File: src/rtl/lbp_window_ctrl_if.sv
// Handshake bundle between the LBP window sequencer and its pixel source / window consumer.
// The master side is the sequencer; the slave side is the surrounding datapath or bench.
interface lbp_window_ctrl_if #(
    parameter int COL_W = 10,
    parameter int ROW_W = 9
);
    logic             in_valid;
    logic             in_sof;
    logic             in_ready;
    logic             ce;
    logic             win_valid;
    logic             out_ready;
    logic [COL_W-1:0] win_col;
    logic [ROW_W-1:0] win_row;
    logic             win_border;
    logic             frame_done;
    logic             sof_err;

    modport master (
        input  in_valid, in_sof, out_ready,
        output in_ready, ce, win_valid, win_col, win_row, win_border, frame_done, sof_err
    );

    modport slave (
        output in_valid, in_sof, out_ready,
        input  in_ready, ce, win_valid, win_col, win_row, win_border, frame_done, sof_err
    );
endinterface

File: src/rtl/lbp_window_ctrl.sv
// Sequencer for 3x3 LBP window line buffers: drives the shared shift enable, tracks the
// window centre, and drains the last line with IMG_W+1 flush shifts; a stalled window freezes ce.
module lbp_window_ctrl #(
    parameter int IMG_W = 640,
    parameter int IMG_H = 480,
    parameter int COL_W = 10,
    parameter int ROW_W = 9
) (
    input  logic               clk,
    input  logic               rst,
    lbp_window_ctrl_if.master  bus
);
    localparam int N_PIX = IMG_W * IMG_H;
    localparam int L_LAG = IMG_W + 1;
    localparam int N_TOT = N_PIX + L_LAG;
    localparam int CNT_W = $clog2(N_TOT + 1);

    localparam logic [CNT_W-1:0] LAST_PIX  = CNT_W'(N_PIX - 1);
    localparam logic [CNT_W-1:0] LAST_CE   = CNT_W'(N_TOT - 1);
    localparam logic [CNT_W-1:0] LAG_CNT   = CNT_W'(L_LAG);
    localparam logic [COL_W-1:0] LAST_COL  = COL_W'(IMG_W - 1);
    localparam logic [ROW_W-1:0] LAST_ROW  = ROW_W'(IMG_H - 1);

    localparam logic [1:0] S_IDLE  = 2'd0;
    localparam logic [1:0] S_RUN   = 2'd1;
    localparam logic [1:0] S_FLUSH = 2'd2;
    localparam logic [1:0] S_DRAIN = 2'd3;

    logic [1:0]       state;
    logic [CNT_W-1:0] n_cnt;
    logic [COL_W-1:0] nxt_col;
    logic [ROW_W-1:0] nxt_row;
    logic             win_valid_q;
    logic [COL_W-1:0] win_col_q;
    logic [ROW_W-1:0] win_row_q;
    logic             win_border_q;

    logic stall;
    logic in_ready_c;
    logic ce_c;
    logic sof_err_c;
    logic frame_done_c;
    logic nxt_border;

    assign stall      = win_valid_q & ~bus.out_ready;
    assign nxt_border = (nxt_row == '0) || (nxt_row == LAST_ROW) ||
                        (nxt_col == '0) || (nxt_col == LAST_COL);

    always_comb begin
        in_ready_c   = 1'b0;
        ce_c         = 1'b0;
        sof_err_c    = 1'b0;
        frame_done_c = 1'b0;
        if (!rst) begin
            case (state)
                S_IDLE: begin
                    // Pixels before the first sof are swallowed so upstream never blocks.
                    in_ready_c = 1'b1;
                    ce_c       = bus.in_valid & bus.in_sof;
                end
                S_RUN: begin
                    in_ready_c = ~stall;
                    ce_c       = bus.in_valid & ~stall;
                    sof_err_c  = bus.in_valid & ~stall & bus.in_sof;
                end
                S_FLUSH: begin
                    ce_c = ~stall;
                end
                default: begin
                    frame_done_c = win_valid_q & bus.out_ready;
                end
            endcase
        end
    end

    always_ff @(posedge clk) begin
        if (rst) begin
            state        <= S_IDLE;
            n_cnt        <= '0;
            nxt_col      <= '0;
            nxt_row      <= '0;
            win_valid_q  <= 1'b0;
            win_col_q    <= '0;
            win_row_q    <= '0;
            win_border_q <= 1'b0;
        end else begin
            if (ce_c) begin
                n_cnt <= n_cnt + 1'b1;
            end else if (frame_done_c) begin
                n_cnt <= '0;
            end

            case (state)
                S_IDLE:  if (ce_c) state <= S_RUN;
                S_RUN:   if (ce_c && n_cnt == LAST_PIX) state <= S_FLUSH;
                S_FLUSH: if (ce_c && n_cnt == LAST_CE) state <= S_DRAIN;
                default: if (frame_done_c) state <= S_IDLE;
            endcase

            // ce is blocked while a window is stalled, so a new window never overwrites one.
            if (ce_c && n_cnt >= LAG_CNT) begin
                win_valid_q  <= 1'b1;
                win_col_q    <= nxt_col;
                win_row_q    <= nxt_row;
                win_border_q <= nxt_border;
                if (nxt_col == LAST_COL) begin
                    nxt_col <= '0;
                    nxt_row <= (nxt_row == LAST_ROW) ? '0 : nxt_row + 1'b1;
                end else begin
                    nxt_col <= nxt_col + 1'b1;
                end
            end else if (win_valid_q && bus.out_ready) begin
                win_valid_q <= 1'b0;
            end
        end
    end

    assign bus.in_ready   = in_ready_c;
    assign bus.ce         = ce_c;
    assign bus.sof_err    = sof_err_c;
    assign bus.frame_done = frame_done_c;
    assign bus.win_valid  = win_valid_q;
    assign bus.win_col    = win_col_q;
    assign bus.win_row    = win_row_q;
    assign bus.win_border = win_border_q;
endmodule

File: src/flat_wrapper.sv
// flat-port wrapper written by rule: the top's interface ports become plain ports
module lbp_window_ctrl_flat 
#(
    parameter int IMG_W = 640,
    parameter int IMG_H = 480,
    parameter int COL_W = 10,
    parameter int ROW_W = 9
)
  (clk, rst, bus_in_valid, bus_in_sof, bus_out_ready, bus_in_ready, bus_ce, bus_win_valid, bus_win_col, bus_win_row, bus_win_border, bus_frame_done, bus_sof_err);
  lbp_window_ctrl_if #(.COL_W(COL_W), .ROW_W(ROW_W)) bus_i ();
  input  logic clk;
  input  logic rst;
  input wire logic [$bits(bus_i.in_valid)-1:0] bus_in_valid;
  input wire logic [$bits(bus_i.in_sof)-1:0] bus_in_sof;
  input wire logic [$bits(bus_i.out_ready)-1:0] bus_out_ready;
  output wire logic [$bits(bus_i.in_ready)-1:0] bus_in_ready;
  output wire logic [$bits(bus_i.ce)-1:0] bus_ce;
  output wire logic [$bits(bus_i.win_valid)-1:0] bus_win_valid;
  output wire logic [$bits(bus_i.win_col)-1:0] bus_win_col;
  output wire logic [$bits(bus_i.win_row)-1:0] bus_win_row;
  output wire logic [$bits(bus_i.win_border)-1:0] bus_win_border;
  output wire logic [$bits(bus_i.frame_done)-1:0] bus_frame_done;
  output wire logic [$bits(bus_i.sof_err)-1:0] bus_sof_err;
  assign bus_i.in_valid = bus_in_valid;
  assign bus_i.in_sof = bus_in_sof;
  assign bus_i.out_ready = bus_out_ready;
  assign bus_in_ready = bus_i.in_ready;
  assign bus_ce = bus_i.ce;
  assign bus_win_valid = bus_i.win_valid;
  assign bus_win_col = bus_i.win_col;
  assign bus_win_row = bus_i.win_row;
  assign bus_win_border = bus_i.win_border;
  assign bus_frame_done = bus_i.frame_done;
  assign bus_sof_err = bus_i.sof_err;
  lbp_window_ctrl #(.IMG_W(IMG_W), .IMG_H(IMG_H), .COL_W(COL_W), .ROW_W(ROW_W)) u_core (.clk(clk), .rst(rst), .bus(bus_i));
endmodule
File: config.mk
export PLATFORM = sky130hd
export DESIGN_NAME = lbp_window_ctrl_flat
export DESIGN_NICKNAME = d
export VERILOG_FILES = /design/src/rtl/lbp_window_ctrl_if.sv /design/src/rtl/lbp_window_ctrl.sv /design/src/flat_wrapper.sv
export SDC_FILE = /design/constraint.sdc
export NUM_CORES = 1
export LEC_CHECK = 0
export ABC_AREA = 1
export BUFFER_PORTS_ARGS = -buffer_cell sky130_fd_sc_hd__buf_2
export CAP_MARGIN = 20
export CORE_MARGIN = 10
export CORE_UTILIZATION = 55
export CTS_BUF_LIST = sky130_fd_sc_hd__clkbuf_4 sky130_fd_sc_hd__clkbuf_8
export DETAILED_ROUTE_END_ITERATION = 10
export GPL_TIMING_DRIVEN = 0
export PLACE_DENSITY_LB_ADDON = 0.25
export SLEW_MARGIN = 20
export SYNTH_ARGS = -nofsm -noshare
export SYNTH_HDL_FRONTEND = slang
export SYNTH_SLANG_ARGS = --single-unit
File: constraint.sdc
create_clock -name clk -period 3 [get_ports clk]
set_input_delay 0.6 -clock clk [delete_from_list [all_inputs] [get_ports clk]]
set_output_delay 0.6 -clock clk [all_outputs]
set_load 0.02 [all_outputs]
After elaboration in Yosys (flattened, before gate mapping)
Index checks and enable logic that the tools add are counted.
{ "word_totals": {"register_bits": 61, "inputBits": 5, "output_inout_bits": 25, "word_cells": 63} }
{ "op_classes": {"addsub": 3, "order_cmp": 1, "eq_ne": 9, "mux": 19, "n_bitwise": 7, "n_reduce_logical": 16} }
{ "op_table": {"columns": ["operator", "count"], "rows": [
  ["$eq 19x19->1 const B", 2],
  ["$mux 19", 2],
  ["$add 19x1->19 const B", 1],
  ["$ge 19x10->1 const B", 1],
  ["$add 10x1->10 const B", 1],
  ["$eq 10x10->1 const B", 1],
  ["$logic_not 10->1", 1],
  ["$mux 10", 1],
  ["$add 9x1->9 const B", 1],
  ["$eq 9x9->1 const B", 1],
  ["$logic_not 9->1", 1],
  ["$mux 9", 1],
  ["$mux 1", 8],
  ["$mux 2", 4],
  ["$ne 2x1->1 const B", 3],
  ["$pmux 2 s3", 1],
  ["$and 1x1->1", 5],
  ["$logic_and 1x1->1", 4],
  ["$reduce_and 4->1", 1],
  ["$reduce_bool 2->1", 2],
  ["$reduce_bool 4->1", 1],
  ["$logic_or 1x1->1", 3],
  ["$pmux 1 s3", 1],
  ["$reduce_or 3->1", 1],
  ["6 further kinds", 7]
]} }

Longest topological paths before layout
{ "depth": {"ltp_word": 9, "depth_mapped": 12, "depth_no_buf": 12} }

Worst setup path before layout
No wires, ideal clock.
{ "synth_path": {"path_kind": "input-to-output", "from": "input port rst", "to": "output port bus_sof_err", "t_arrival_ns": 1.551, "t_required_ns": 2.400, "path_slack_ns": 0.849, "stages": 5, "n_path_buf": 2, "path_cell_list": "clkbuf_1 -> clkinv_1 -> clkbuf_1 -> nand3_1 -> nor2_1"} }
{ "synth_via": {"elab_chain_len": 1} }
{ "synth_rtl": {"columns": ["element", "line_no", "source"], "rows": [
  ["start: declaration", "flat_wrapper.sv:12", "input logic rst;"],
  ["$mux 1", "lbp_window_ctrl.sv:54", "if (!rst) begin"],
  ["end: declaration", "flat_wrapper.sv:23", "output wire logic [$bits(bus_i.sof_err)-1:0] bus_sof_err;"]
]} }
No other way between the ends.

Worst setup path in the final report
Same ends and word-level chain as after synthesis.

==> out/qor_table.md <==
| Stage | Result | Value |
|---|---|---|
| placed design | Placed Cells incl. Taps | 625 |
| final layout | Most used cells in the layout excluding fill and tap cells | 110 x nand2_1, 92 x nor2_1, 61 x dfxtp_1 |
| clocking | H-tree lvl count | 3 |
| drt | Via density per instance | 5.36 |
| die | Die H | 99.2 µm |
| placed design | HPWL after DPL | 6290 µm |
| drt | DRC violation count after routing | 0 |
| drt | Vias after detailed routing | 3430 |
| final layout | Count of non-filler cells in the finished layout | 640 |
| clocking | Clock latency reported for the late side of the worst-skew pair | 0.33 ns |
| placed design | Buffers on Ports | 29 |
| clocking | Number of buffers on the longest clock path | 2 |
| logic synthesis | Syn_nets | 538 |
| sta | Min Tclk post-route | 2.80 ns |
| sta | Final number of max-transition violations | 0 |
| grt | Vias in the first global route | 3070 |
| logic synthesis | Avg Synthesized Cell Area | 6.63 µm² |
| clocking | Clock sinks | 61 |
| clocking | CTS tree | done |
| sta | Actual slew at the worst max-slew pin | 0.593 ns |
| final layout | Final net count | 578 |
| logic synthesis | Yosys warnings | 0 |
| logic synthesis | Synth Instances | 521 |
| final layout | Layout cells sized above 1 | 12.6% |
| worst setup path | Worst EP required | 2.40 ns |
| drt | Routed len/inst | 13.0 µm |
| power and ir drop | Sequential share of power | 45.3% |
| drt | Sum of met2 wire segment lengths after detailed routing | 3850 µm |
| logic synthesis | Count of cell types in the netlist | 32 |
| worst setup path | Internal reg-to-reg setup slack | 0.94 ns |
| final layout | Area taken by multi-input logic gates | 1910 µm² |
| drt | Remaining antenna violation count after routing | 0 |
| sta | Hold slack final | 0.460 ns |
| die | Core Region | 5990 µm² |
| drt | Amount of wire on met3 after detailed routing | 395 µm |
| worst setup path | Critical Path Source Type | primary input |
| die | Starting Density | 57.6% |
| worst setup path | CP peak stage delay | 0.41 ns |
| power and ir drop | Net Sw Power | 628 µW |
| worst setup path | Cell family contributing the most delay on the critical path | buffers and inverters |
| sta | RSZ-0062 raised after global routing | no |
| die | Die outline width | 99.2 µm |
| drt | Starting DRC count in detailed routing | 177 |
| grt | Maximum number of pins on one net before global-route repair | 11 |
| sta | Total negative slack for setup checks | 0 ns |
| die | Total die area | 9850 µm² |
| drt | Met1 wire length | 3980 µm |
| logic synthesis | Part of the Yosys area used for sequential elements | 35.4% |
| grt | Antenna violations before repair | 0 |
| final layout | Leading cell type in the layout, fill and taps excluded | nand2_1 |
| drt | DR pass1 iterations | 5 |
| worst setup path | Sum of buffers and inverters on the critical path | 5 |
| power and ir drop | Total design power | 1900 µW |
| logic synthesis | Area contributors post-synth | dfxtp_1 35%, nand2_1 12%, nor2_1 10% |
| power and ir drop | Internal | 1270 µW |
| power and ir drop | Static power due to leakage | 0.00161 µW |
| worst setup path | Chain of cells forming the critical path | buf_2 > clkbuf_1 > clkinv_1 > clkbuf_1 > nand3_1 > nor2_1 > buf_2 |
| sta | Max-slew headroom at the worst pin | 60.5% |
| placed design | Placer congestion estimate | 0.958 |
| power and ir drop | Combinational cell fraction of total power | 22.6% |
| sta | Worst-case clock skew | 0.00995 ns |
| final layout | Antenna diode count | 0 |
| worst setup path | Endpoint kind of the worst setup timing path | primary output |
| clocking | Clk root buf | clkbuf_8 |
| power and ir drop | Switching Share | 33.1% |
| die | I/O pin count | 30 |
| worst setup path | Worst Path Class, Setup | in2out |
| final layout | FF/Latch Area | 1220 µm² |
| power and ir drop | Power density over the cells | 493 nW/µm² |
| min path | Class of the tightest hold or removal check | reg2reg |
| final layout | Area growth syn-to-layout | 11.6% |
| logic synthesis | Synthesized cell area | 3450 µm² |
| sta | Maximum operating frequency | 357 MHz |
| grt | Global-route wire length before repair | 14200 µm |
| grt | GRT Overall Usage | 16.9% |
| sta | Setup Viol. Count Final | 0 |
| clocking | Post-CTS setup-driven buffer insertion count | 0 |
| grt | GRT Residual Overflow | 0 |
| worst setup path | CP max stage cell | clkinv_1 |
| power and ir drop | Worst ir drop on vdd | 0.368 mV |
| die | Total number of placement rows | 28 |
| worst setup path | Critical path fanouts, max | 10 |
| sta | Fraction of the cycle the final worst path needs | 93.5% |
| clocking | Inserted Clock Buffers | 9 |
| flow run | Max capacitance violation total | 0 |
| logic synthesis | Area share of the largest cell type after synthesis | 35.4% |
| drt | Highest metal layer used by the detailed router | met4 |
| worst setup path | Data arrival time of the critical path | 2.20 ns |
| status | Run status | complete, no violations |
| final layout | Filler Cell Count | 556 |
| drt | Total Wirelength | 8340 µm |
| clocking | Post-CTS resize count | 0 |
| logic synthesis | Post-synthesis cell type with the largest combined area | dfxtp_1 |
| sta | Hold Fails Final Rpt | 0 |
| logic synthesis | Register bit count reported by yosys | 61 |
| power and ir drop | Clock power frac | 32.1% |
| clocking | Post-CTS Hold Fix Bufs | 0 |
| clocking | Clock-pin transition on the worst setup and hold timing paths | 0.06 ns |
-- metrics by stage --
stage | setup WS, ns | util [%] | cell area [µm²]
after global routing | 0.0568 | 64.3 | 3850
after global placement | 0.233 | 61.6 | 3690
after detailed placement | 0.201 | 61.6 | 3690
final | 0.195 | 64.3 | 3850
after floorplan | 0.849 | - | 3450
after CTS | 0.193 | 64.3 | 3850
-- state kept, by name (all words and copies together) (netlist names) --
name and count:
u_core.bus.win_border 1, u_core.bus.win_col 10, u_core.bus.win_row 9, u_core.bus.win_valid 1, u_core.n_cnt 19, u_core.nxt_col 10, u_core.nxt_row 9, u_core.state 2
-- area by class of cell --
type	count	share of cell area, %
Buffer	25	3.48
Clock buffer	10	3.41
Clock inverter	5	0.747
Sequential cell	61	31.7
Timing Repair Buffer	29	3.77
Tap cell	75	2.44
Inverter	49	4.78
Multi-Input combinational cell	386	49.7
-- cell families (layout without fill, tap and decap cells) --
logic type | after synthesis | count (layout) | synth area share [%]
DFF | 61 | 61 | 35.4
AOI/OAI and AO/OA | 79 | 79 | 12.1
xor gates and xnor gates | 11 | 11 | 2.79
buffers and inverters | 74 | 118 | 9.21
adders and majority gates | 12 | 12 | 4.35
and+or+nand+nor | 284 | 284 | 36.2
-- tightest hold or removal path: stages, from the launching register on --
cell     delay [ns]
dfxtp_1        0.31
nand2_1        0.06
a21oi_1        0.05
-- cells in the mapped netlist (all sizes together) --
library cell    n
nand2         112
nor2           96
dfxtp          61
inv            48
a21oi          39
o21ai          37
nand3          32
nand4          25
buf            13
clkbuf         12
ha             12
xor2           11
nor3            8
nor4            4
nand3b          3
or2             2
a22oi           1
and3            1
clkinv          1
nor3b           1
o211ai          1
o21bai          1
-- path summary, 6_finish.rpt --
check,startpoint,endpoint,depth (start not counted)
worst max-delay path,rst,bus_sof_err,7
worst max register to register,u_core.state[0]$_SDFFE_PP0P_,u_core.n_cnt[3]$_SDFFE_PP0P_,10
worst min register to register,u_core.bus.win_col[7]$_SDFFE_PP0P_,u_core.bus.win_col[7]$_SDFFE_PP0P_,2
worst min-delay path,u_core.bus.win_col[7]$_SDFFE_PP0P_,u_core.bus.win_col[7]$_SDFFE_PP0P_,2
-- power groups by stage --
stage | Sequential (µW) | Clock [µW] | Combinational, µW
global route | 865 | 645 | 490
floorplan | 870 | 0 | 322
CTS | 859 | 619 | 429
detailed placement | 877 | 0 | 427
global placement | 877 | 0 | 412
finish | 859 | 609 | 429
-- per-layer routing --
metal | vias to the layer above | track usage (%)
met2 | 92 | 27.3
met4 | 0 | 6.62
met3 | 11 | 3.25
li1 | 1773 | -
met5 | - | 0
met1 | 1554 | 21.5
No activity file was read; power rests on OpenSTA's default activity.
